## config.mk

```make
export PLATFORM = sky130hd
export DESIGN_NAME = op_acc_sat
export DESIGN_NICKNAME = d
export VERILOG_FILES = /design/src/rtl/op_acc_sat.sv
export SDC_FILE = /design/constraint.sdc
export NUM_CORES = 1
export LEC_CHECK = 0
export ABC_AREA = 1
export BUFFER_PORTS_ARGS = -buffer_cell sky130_fd_sc_hd__buf_2
export CORE_MARGIN = 4
export CORE_UTILIZATION = 50
export CTS_CLUSTER_DIAMETER = 120
export CTS_CLUSTER_SIZE = 24
export DETAILED_ROUTE_END_ITERATION = 10
export PLACE_DENSITY_LB_ADDON = 0.2
export SKIP_LAST_GASP = 1
export SLEW_MARGIN = 20
export SYNTH_ARGS = -nofsm -noshare
export SYNTH_HDL_FRONTEND = slang
export SYNTH_SLANG_ARGS = --single-unit
```

## constraint.sdc

```tcl
create_clock -name clk -period 6.7 [get_ports clk]
set_clock_uncertainty 0.05 [all_clocks]
set_input_delay 0.67 -clock clk [delete_from_list [all_inputs] [get_ports clk]]
set_output_delay 0.67 -clock clk [all_outputs]
set_load 0.02 [all_outputs]
```

## src/rtl/op_acc_sat.sv

```systemverilog
// op_acc_sat: frame accumulator placed after the op_mult multiplier.
//   Accepts {in_data, in_ov} product beats on a valid/ready handshake and sums
//   LEN beats per frame into an ACC_W-bit accumulator. The accumulator either
//   clamps (SATURATE=1) or wraps (SATURATE=0) on overflow. It emits one
//   {out_data, out_ov, out_count} result per frame.
// Optional feature: define OP_ACC_FLUSH_EN to add the `flush` input, which
//   closes a non-empty frame early.
// Ports:
//   clk, rst             rising-edge clock, synchronous active-high reset
//   in_valid/in_ready    input handshake; in_ready depends only on state
//   in_data [2*N-1:0]    product beat
//   in_ov                multiplier overflow flag for this beat
//   flush                (OP_ACC_FLUSH_EN only) close the frame early
//   out_valid/out_ready  output handshake
//   out_data [ACC_W-1:0] frame sum
//   out_ov               sticky overflow flag for the frame
//   out_count            number of beats summed into out_data
module op_acc_sat #(
  parameter int N        = 16,
  parameter int ACC_W    = 2*N+8,
  parameter int LEN      = 8,
  parameter int SATURATE = 1,
  parameter int SIGNED   = 1
) (
  input  logic                     clk,
  input  logic                     rst,
  input  logic                     in_valid,
  output logic                     in_ready,
  input  logic [2*N-1:0]           in_data,
  input  logic                     in_ov,
`ifdef OP_ACC_FLUSH_EN
  input  logic                     flush,
`endif
  output logic                     out_valid,
  input  logic                     out_ready,
  output logic [ACC_W-1:0]         out_data,
  output logic                     out_ov,
  output logic [$clog2(LEN+1)-1:0] out_count
);

  localparam int CW = $clog2(LEN+1);

  typedef enum logic {S_ACCUM, S_OUTPUT} state_t;

  state_t           state_q, state_d;
  logic [ACC_W-1:0] acc_q, acc_d;
  logic [CW-1:0]    cnt_q, cnt_d;
  logic             sticky_q, sticky_d;

  logic [ACC_W-1:0] ext;
  logic [ACC_W-1:0] sat_val;
  logic [ACC_W-1:0] add_val;
  logic [ACC_W:0]   sum;
  logic             ovf;
  logic [CW-1:0]    cnt_inc;
  logic             take;
  logic             close;

  // The adder is one bit wider than the accumulator. In signed mode, the
  // extra bit is the true sign of the result. It selects the clamp direction.
  always_comb begin
    if (SIGNED != 0) begin
      ext     = ACC_W'($signed(in_data));
      sum     = {acc_q[ACC_W-1], acc_q} + {ext[ACC_W-1], ext};
      ovf     = sum[ACC_W] ^ sum[ACC_W-1];
      sat_val = sum[ACC_W] ? {1'b1, {(ACC_W-1){1'b0}}}
                           : {1'b0, {(ACC_W-1){1'b1}}};
    end else begin
      ext     = ACC_W'(in_data);
      sum     = {1'b0, acc_q} + {1'b0, ext};
      ovf     = sum[ACC_W];
      sat_val = '1;
    end
    add_val = (ovf && (SATURATE != 0)) ? sat_val : sum[ACC_W-1:0];
  end

  always_comb begin
    state_d  = state_q;
    acc_d    = acc_q;
    cnt_d    = cnt_q;
    sticky_d = sticky_q;
    take     = 1'b0;
    close    = 1'b0;
    cnt_inc  = cnt_q + CW'(1);
    unique case (state_q)
      S_ACCUM: begin
        take = in_valid;
        if (take) begin
          acc_d    = add_val;
          cnt_d    = cnt_inc;
          sticky_d = sticky_q | ovf | in_ov;
          close    = (cnt_inc == CW'(LEN));
        end
`ifdef OP_ACC_FLUSH_EN
        // A flush on an empty frame with no beat in the same cycle is ignored.
        if (flush && (take || (cnt_q != '0))) close = 1'b1;
`endif
        if (close) state_d = S_OUTPUT;
      end
      S_OUTPUT: begin
        if (out_ready) begin
          acc_d    = '0;
          cnt_d    = '0;
          sticky_d = 1'b0;
          state_d  = S_ACCUM;
        end
      end
      default: state_d = S_ACCUM;
    endcase
  end

  always_ff @(posedge clk) begin
    if (rst) begin
      state_q  <= S_ACCUM;
      acc_q    <= '0;
      cnt_q    <= '0;
      sticky_q <= 1'b0;
    end else begin
      state_q  <= state_d;
      acc_q    <= acc_d;
      cnt_q    <= cnt_d;
      sticky_q <= sticky_d;
    end
  end

  // The result registers double as the accumulator state. They stay frozen
  // in S_OUTPUT until the downstream stage accepts the result.
  assign in_ready  = (state_q == S_ACCUM);
  assign out_valid = (state_q == S_OUTPUT);
  assign out_data  = acc_q;
  assign out_ov    = sticky_q;
  assign out_count = cnt_q;

endmodule
```

==> summary.md, run 1 <==
| Metric | Value |
|---|---|
| Final Critical Period | `3.544 ns` |
| Critical R2R Capture | `out_data[13]` |
| CP max FO | `22` |
| Core Rows | `35` |
| R2R depth | `17` |
| Post-synthesis mux area share | `0%` |
| Inst Count DP | `1022` |
| Total grt overflow | `0` |
| Clock sink count | `46` |
| Post-synthesis cell type count | `32` |
| CP startpoint kind | `primary input` |
| Sequential share of power | `23.1%` |
| Compound-gate portion of the synthesized area | `14.36%` |
| Maximum number of pins on one net before global-route repair | `48` |
| Rel. slew slack | `33.69%` |
| Status | `finished clean` |
| Area grow syn2layout | `12.89%` |
| Max-slew violation count | `0` |
| Cells along the critical path | `buf_2 -> ha_1 -> inv_1 -> o21bai_1 -> a21boi_0 -> nand2_1 -> a21oi_1 -> nand2_1 -> nand2_1 -> nand2_1 -> a21oi_2 -> buf_4 -> nand2_1 -> a21oi_1` |
| CP Capture Point | `out_data[13]` |
| Root Buffer | `clkbuf_8` |
| Worst-skew pair later-pin latency | `0.31 ns` |
| Pwr dens | `300.1 nW/um^2` |
| Post-synthesis instance area | `4826 sq um` |
| Die ar. | `11290 sq um` |
| RSZ-0062 raised after global routing | `no` |
| Hold_ws | `0.4384 ns` |
| Ant diodes | `0` |
| Initial antenna violation count | `0` |
| Fin crit share | `52.89%` |
| Final hold viol count | `0` |
| DR vias | `5557` |
| Total power | `1635 uW` |
| CTS tree | `done` |
| Cell family contributing the most delay on the critical path | `compound AO/OA/AOI/OAI gates` |
| CP Capture Type | `register` |
| Warning count from the yosys run | `0` |
| Reg2reg start | `out_data[0]` |
| Synthesized area per cell | `5.821 sq um` |
| Setup repair bufs after CTS | `0` |
| Via density | `5.390` |
| Actual slew at the worst max-slew pin | `0.9947 ns` |
| Initial Util | `51.74%` |
| Met3 Wirelength | `908 um` |
| Worst path slowest cell | `a21oi_2` |
| CP startpoint | `in_data[31]` |
| VDD IR-drop max | `0.1604 mV` |
| DRT Wirelength | `15.25 mm` |
| Kind of critical path | `primary input to register` |
| Final Wtd Congestion | `1.011` |
| CTS resizes | `0` |
| Worst reg2reg setup slack | `3.22 ns` |
| P_sw | `856.7 uW` |
| M1 WL | `7.330 mm` |
| Nets@finish | `981` |
| Vias in the first global route | `5287` |
| Pre-antenna DRT Iters | `5` |
| I/O pins | `84` |
| Comb power frac | `65.5%` |
| Register area share after synthesis | `19.08%` |
| Clock group share of total power | `11.3%` |
| Layout cell share with drive strength beyond 1 | `13.97%` |
| Internal Power | `778.1 uW` |
| Cts hold-fix bufs | `0` |
| Cell Count, Final, Fillers Out | `1031` |
| CP max stage delay | `0.67 ns` |
| Setup TNS | `0 ns` |
| Worst Hold Class | `register to register` |
| Final setup viols | `0` |
| First-pass GRT wire length | `25.23 mm` |
| Die X | `106.2 um` |
| Initial drt markers | `352` |
| Static Leak | `0.002910 uW` |
| DR WL/cell | `14.79 um` |
| DR WL met2 | `6.755 mm` |
| Simple-gate share of the synthesized area | `42.16%` |
| Htree depth | `2` |
| Critical path depth | `14` |
| Top sig layer | `met4` |
| Clock slew at reported path FFs | `0.09 ns` |
| Max Cap Viol | `0` |
| Synth Net Count | `909` |
| Combinational family with the most area after synthesis | `simple AND/OR/NAND/NOR gates` |
| ANT nets after route | `0` |
| Data arrival, critical path | `3.72 ns` |
| Buf+Inv Stages, Crit Path | `3` |
| Register bit total from synthesis | `46` |
| Sw Share | `52.40%` |
| Critical Path RT | `6.87 ns` |
| Die Height | `106.2 um` |
| Max Freq | `0.2822 GHz` |
| CTS Buf Count | `5` |
| CORE AREA | `9328 sq um` |
| # DRC | `0` |
| Cells after Synth | `829` |
| Cell mode on critical path | `nand2_1` |
| CTS Buffer Depth | `2` |
| Synth Area in Adders | `11.30%` |
| XOR/XNOR Fraction of Synth Area | `4.356%` |
| HPWL after detailed placement | `12.28 mm` |
| PortBufs | `83` |
| Total track usage | `27.18%` |
-- layout by cell type (no fill, tap or decap), types with 7 or more instances in the layout --
master / count
a21oi_1: 76
a21oi_2: 13
buf_2: 83
dfxtp_1: 46
ha_1: 42
inv_1: 81
nand2_1: 309
nand3_1: 66
nand4_1: 13
nor2_1: 68
o21ai_0: 19
o21bai_1: 7
xnor2_1: 19
-- logic make-up after synthesis --
kind of cell | count (synthesis)
DFF | 46
adders and majority gates | 43
AOI/OAI and AO/OA | 123
and+or+nand+nor | 488
buffers and inverters | 105
xor gates and xnor gates | 24
-- sequential cells by signal, indices dropped and copies added (netlist names) --
signal / flops
out_data: 40
out_count: 4
out_ov: 1
out_valid: 1
-- worst register-to-register path, delay by kind of cell, from the launching register on --
family | cells | cell delay [ns]
AND/OR/NAND/NOR | 10 | 0.96
flip-flops | 1 | 0.37
AO/OA/AOI/OAI | 2 | 0.83
adder cells (fa/ha/maj) | 2 | 0.61
buffers and inverters | 3 | 0.57
-- cells in the mapped netlist --
master	count	area (sq um)
nand2_1	309	1160
inv_1	81	304.0
a21oi_1	76	380.4
nor2_1	68	255.2
nand3_1	66	330.3
dfxtp_1	46	920.9
ha_1	42	525.5
o21ai_0	20	100.1
xnor2_1	19	166.4
a21oi_2	13	113.9
nand4_1	13	81.33
buf_2	10	50.05
clkbuf_1	8	30.03
o21bai_1	7	52.55
nand2_2	6	37.54
nand3b_1	6	45.04
nor3_1	6	30.03
xor2_1	5	43.79
or2_2	4	25.02
a31oi_1	3	18.77
nor2_2	3	18.77
and3_1	2	12.51
buf_1	2	7.510
buf_6	2	22.52
inv_2	2	7.510
nand2b_1	2	12.51
nand3_2	2	20.02
o21a_1	2	15.01
a21boi_0	1	7.510
fa_1	1	20.02
o21ai_1	1	5.000
or2_1	1	6.260
-- power by group through the flow --
stage | Sequential (uW) | Combinational (uW) | Clock, uW
after floorplan | 447 | 720 | 0
after global placement | 380 | 1050 | 0
after detailed placement | 384 | 1050 | 0
after CTS | 378 | 1060 | 192
after global routing | 387 | 1200 | 205
final | 378 | 1070 | 185
-- worst min-delay path by stage --
stage,from,to,slack [ns],depth (start not counted)
after floorplan,out_ov,out_ov,0.51,2
after CTS,out_data[22],out_data[22],0.44,2
final,out_data[22],out_data[22],0.44,2
after global routing,out_data[22],out_data[22],0.46,2
after global placement,out_data[13],out_data[13],0.42,2
after detailed placement,out_data[22],out_data[22],0.42,2
-- area by class of cell --
class,count,area [sq um]
Timing Repair Buffer,87,465.4
Clock buffer,5,68.82
Sequential cell,46,920.9
Clock inverter,3,25.02
Tap cell,129,161.4
Inverter,83,311.5
Multi-Input combinational cell,678,3495
Fill cell,992,3880
-- stage by stage --
stage,area (sq um),setup slack [ns],util (%)
final,5448,3.156,58.40
after floorplan,4826,3.997,-
after detailed placement,5326,2.947,57.10
after global routing,5448,2.957,58.40
after CTS,5420,3.273,58.11
after global placement,5326,3.077,57.10
-- metal layers --
layer	vias up	global-route usage, %
li1	2820	-
met1	2523	37.61
met2	188	44.62
met3	26	3.643
met4	0	6.660
met5	-	0
No activity file was read; power rests on OpenSTA's default activity.
==> inputs of run 2 (changes only) <==
Clock period 6.7 ns to 3.6 ns, I/O delays scaled along.
==> run 2 against run 1 <==
First-iteration DRC count grew 5.7%. Global-route usage grew 0.55 points. Non-clock buffer count grew 3. Count of clock-buffer cells in the layout is the same. Combinational power grew 88%. Largest cell class unchanged. Highest routed layer unchanged. Power grew 92%. Sequential share of layout area shrank 0.13 points.
==> summary.md, run 2 (same netlist as run 1, synthesis figures left out) <==
| Metric | Value |
|---|---|
| M3 GR Usage | `2.429% (was 3.643%)` |
| Buf+Inv Stages, Crit Path | `3 (unchanged)` |
| ANT nets after route | `0 (unchanged)` |
| Max-slew violation count | `0 (unchanged)` |
| Vias in the first global route | `5341 (was 5287)` |
| DR vias | `5608 (was 5557)` |
| Final Critical Period | `2.895 ns` |
| Most frequent cells in the layout | `nand2_1, buf_2, inv_1 (unchanged)` |
| DR WL/cell | `15.28 um (was 14.79 um)` |
| CP startpoint kind | `register (was primary input)` |
| Max Cap Viol | `0 (unchanged)` |
| Largest register FFs | `40 (unchanged)` |
| Worst Hold Class | `primary input to register (was register to register)` |
| Cell Count, Final, Fillers Out | `1034 (was 1031)` |
| Hold_ws | `0.3089 ns (was 0.4384 ns)` |
| Worst-skew pair later-pin latency | `0.31 ns (about the same)` |
| Setup repair bufs after CTS | `0 (unchanged)` |
| Fin crit share | `80.42%` |
| DRT Wirelength | `15.80 mm (was 15.25 mm)` |
| Root Buffer | `clkbuf_8 (unchanged)` |
| Worst reg2reg setup slack | `0.70 ns (was 3.22 ns)` |
| CP max FO | `27 (was 22)` |
| Core Rows | `35 (unchanged)` |
| VDD IR-drop max | `0.3825 mV (was 0.1604 mV)` |
| I/O pins | `84 (unchanged)` |
| First-pass GRT wire length | `25.69 mm (was 25.23 mm)` |
| Data arrival, critical path | `3.01 ns (was 3.72 ns)` |
| Internal Power | `1527 uW (was 778.1 uW)` |
| Htree depth | `2 (unchanged)` |
| Actual slew at the worst max-slew pin | `1.032 ns (was 0.9947 ns)` |
| Ant diodes | `0 (unchanged)` |
| Cell family contributing the most delay on the critical path | `simple AND/OR/NAND/NOR gates (was compound AO/OA/AOI/OAI gates)` |
| CP max stage delay | `0.38 ns (was 0.67 ns)` |
| Pwr dens | `570.9 nW/um^2 (was 300.1 nW/um^2)` |
| Initial Util | `51.74% (unchanged)` |
| Inst Count DP | `1026 (was 1022)` |
| Nets@finish | `984 (was 981)` |
| Initial antenna violation count | `0 (unchanged)` |
| Maximum number of pins on one net before global-route repair | `47 (was 48)` |
| CTS Buffer Depth | `2 (unchanged)` |
| GR met2 Demand/Resource | `45.43% (was 44.62%)` |
| Clock sink count | `46 (unchanged)` |
| CTS Buf Count | `5 (unchanged)` |
| Met1 usage | `39.00% (was 37.61%)` |
| Sw Share | `51.29% (was 52.40%)` |
| Final hold viol count | `0 (unchanged)` |
| Layout cell share with drive strength beyond 1 | `14.25% (was 13.97%)` |
| CTS resizes | `0 (unchanged)` |
| CORE AREA | `9328 sq um (unchanged)` |
| # DRC | `0 (unchanged)` |
| Cells along the critical path | `ha_1 -> inv_1 -> fa_1 -> inv_1 -> nand2_1 -> nand2_1 -> nand3_1 -> nand2_1 -> nand2_1 -> nand3_2 -> nand2_2 -> nand3_1 -> nand2_2 -> nand2_1 -> buf_4 -> nand3_1 -> nand2_1 -> a21oi_1 (was buf_2 -> ha_1 -> inv_1 -> o21bai_1 -> a21boi_0 -> nand2_1 -> a21oi_1 -> nand2_1 -> nand2_1 -> nand2_1 -> a21oi_2 -> buf_4 -> nand2_1 -> a21oi_1)` |
| Cts hold-fix bufs | `0 (unchanged)` |
| Die Height | `106.2 um (unchanged)` |
| Pre-antenna DRT Iters | `5 (unchanged)` |
| Area grow syn2layout | `13.77% (was 12.89%)` |
| Status | `finished clean (unchanged)` |
| Total track usage | `27.73% (was 27.18%)` |
| Die ar. | `11290 sq um (unchanged)` |
| Final Wtd Congestion | `0.9258 (was 1.011)` |
| GRT busiest layer | `met2 (unchanged)` |
| Sequential share of power | `22.5% (was 23.1%)` |
| Final Core Density | `58.86% (was 58.40%)` |
| Clock group share of total power | `13.4% (was 11.3%)` |
| Final setup viols | `0 (unchanged)` |
| Initial drt markers | `372 (was 352)` |
| Kind of critical path | `register to register (was primary input to register)` |
| Cell mode on critical path | `nand2_1 (unchanged)` |
| Max Freq | `0.3454 GHz` |
| CTS tree | `done (unchanged)` |
| Clock slew at reported path FFs | `0.11 ns (was 0.09 ns)` |
| Rel. slew slack | `31.19% (was 33.69%)` |
| Comb power frac | `64.0% (was 65.5%)` |
| Via density | `5.424 (was 5.390)` |
| Critical Path RT | `3.71 ns (was 6.87 ns)` |
| PortBufs | `83 (unchanged)` |
| RSZ-0062 raised after global routing | `no (unchanged)` |
| CP Capture Type | `register (unchanged)` |
| Worst path slowest cell | `fa_1 (was a21oi_2)` |
| Die X | `106.2 um (unchanged)` |
| P_sw | `1607 uW (was 856.7 uW)` |
| HPWL after detailed placement | `12.58 mm (was 12.28 mm)` |
| Total grt overflow | `0 (unchanged)` |
| Static Leak | `0.002929 uW (was 0.002910 uW)` |
| Commonest non-fill, non-tap cell in the layout | `nand2_1 (unchanged)` |
| Setup TNS | `0 ns (unchanged)` |
run 2: final cells by class:
class | instances | area (sq um)
inverter | 83 | 311.5
clock buffer | 5 | 68.82
tap | 129 | 161.4
clock inverter | 3 | 45.04
multi-input combinational | 678 | 3495
timing repair buffer | 90 | 488.0
sequential | 46 | 920.9
fill | 1009 | 3837
run 2: per-layer routing:
| layer | vias up | wire [um] |
|---|---|---|
| li1 | 2829 | - |
| met1 | 2543 | 7361 |
| met2 | 217 | 6968 |
| met3 | 19 | 1149 |
| met4 | 0 | 318 |
| met5 | - | 0 |
run 2: through the flow:
stage | area [sq um] | worst slack (ns) | total power [uW]
finish | 5490 | 0.7048 | 3134
detailed placement | 5376 | 0.6558 | 2691
CTS | 5490 | 0.7210 | 3118
global route | 5490 | 0.4762 | 3395
global placement | 5349 | 0.7426 | 2676
floorplan | 4826 | 1.066 | 2172
run 2: power groups by stage:
stage	Sequential, uW	Clock, uW	Combinational, uW
detailed placement	717	0	1970
CTS	706	426	1990
finish	706	421	2010
global route	723	447	2220
global placement	710	0	1970
floorplan	832	0	1340
run 2: path summary, 6_finish.rpt:
path,from,end,depth (start not counted)
worst max-delay path,out_data[0],out_data[10],18
worst min-delay path,out_ready,out_valid,3
worst max register to register,out_data[0],out_data[10],18
worst min register to register,out_data[23],out_data[23],2
run 2: worst min-delay path, stage by stage:
cell	delay [ns]
buf_2	0.07
or2_2	0.13
a21oi_1	0.06
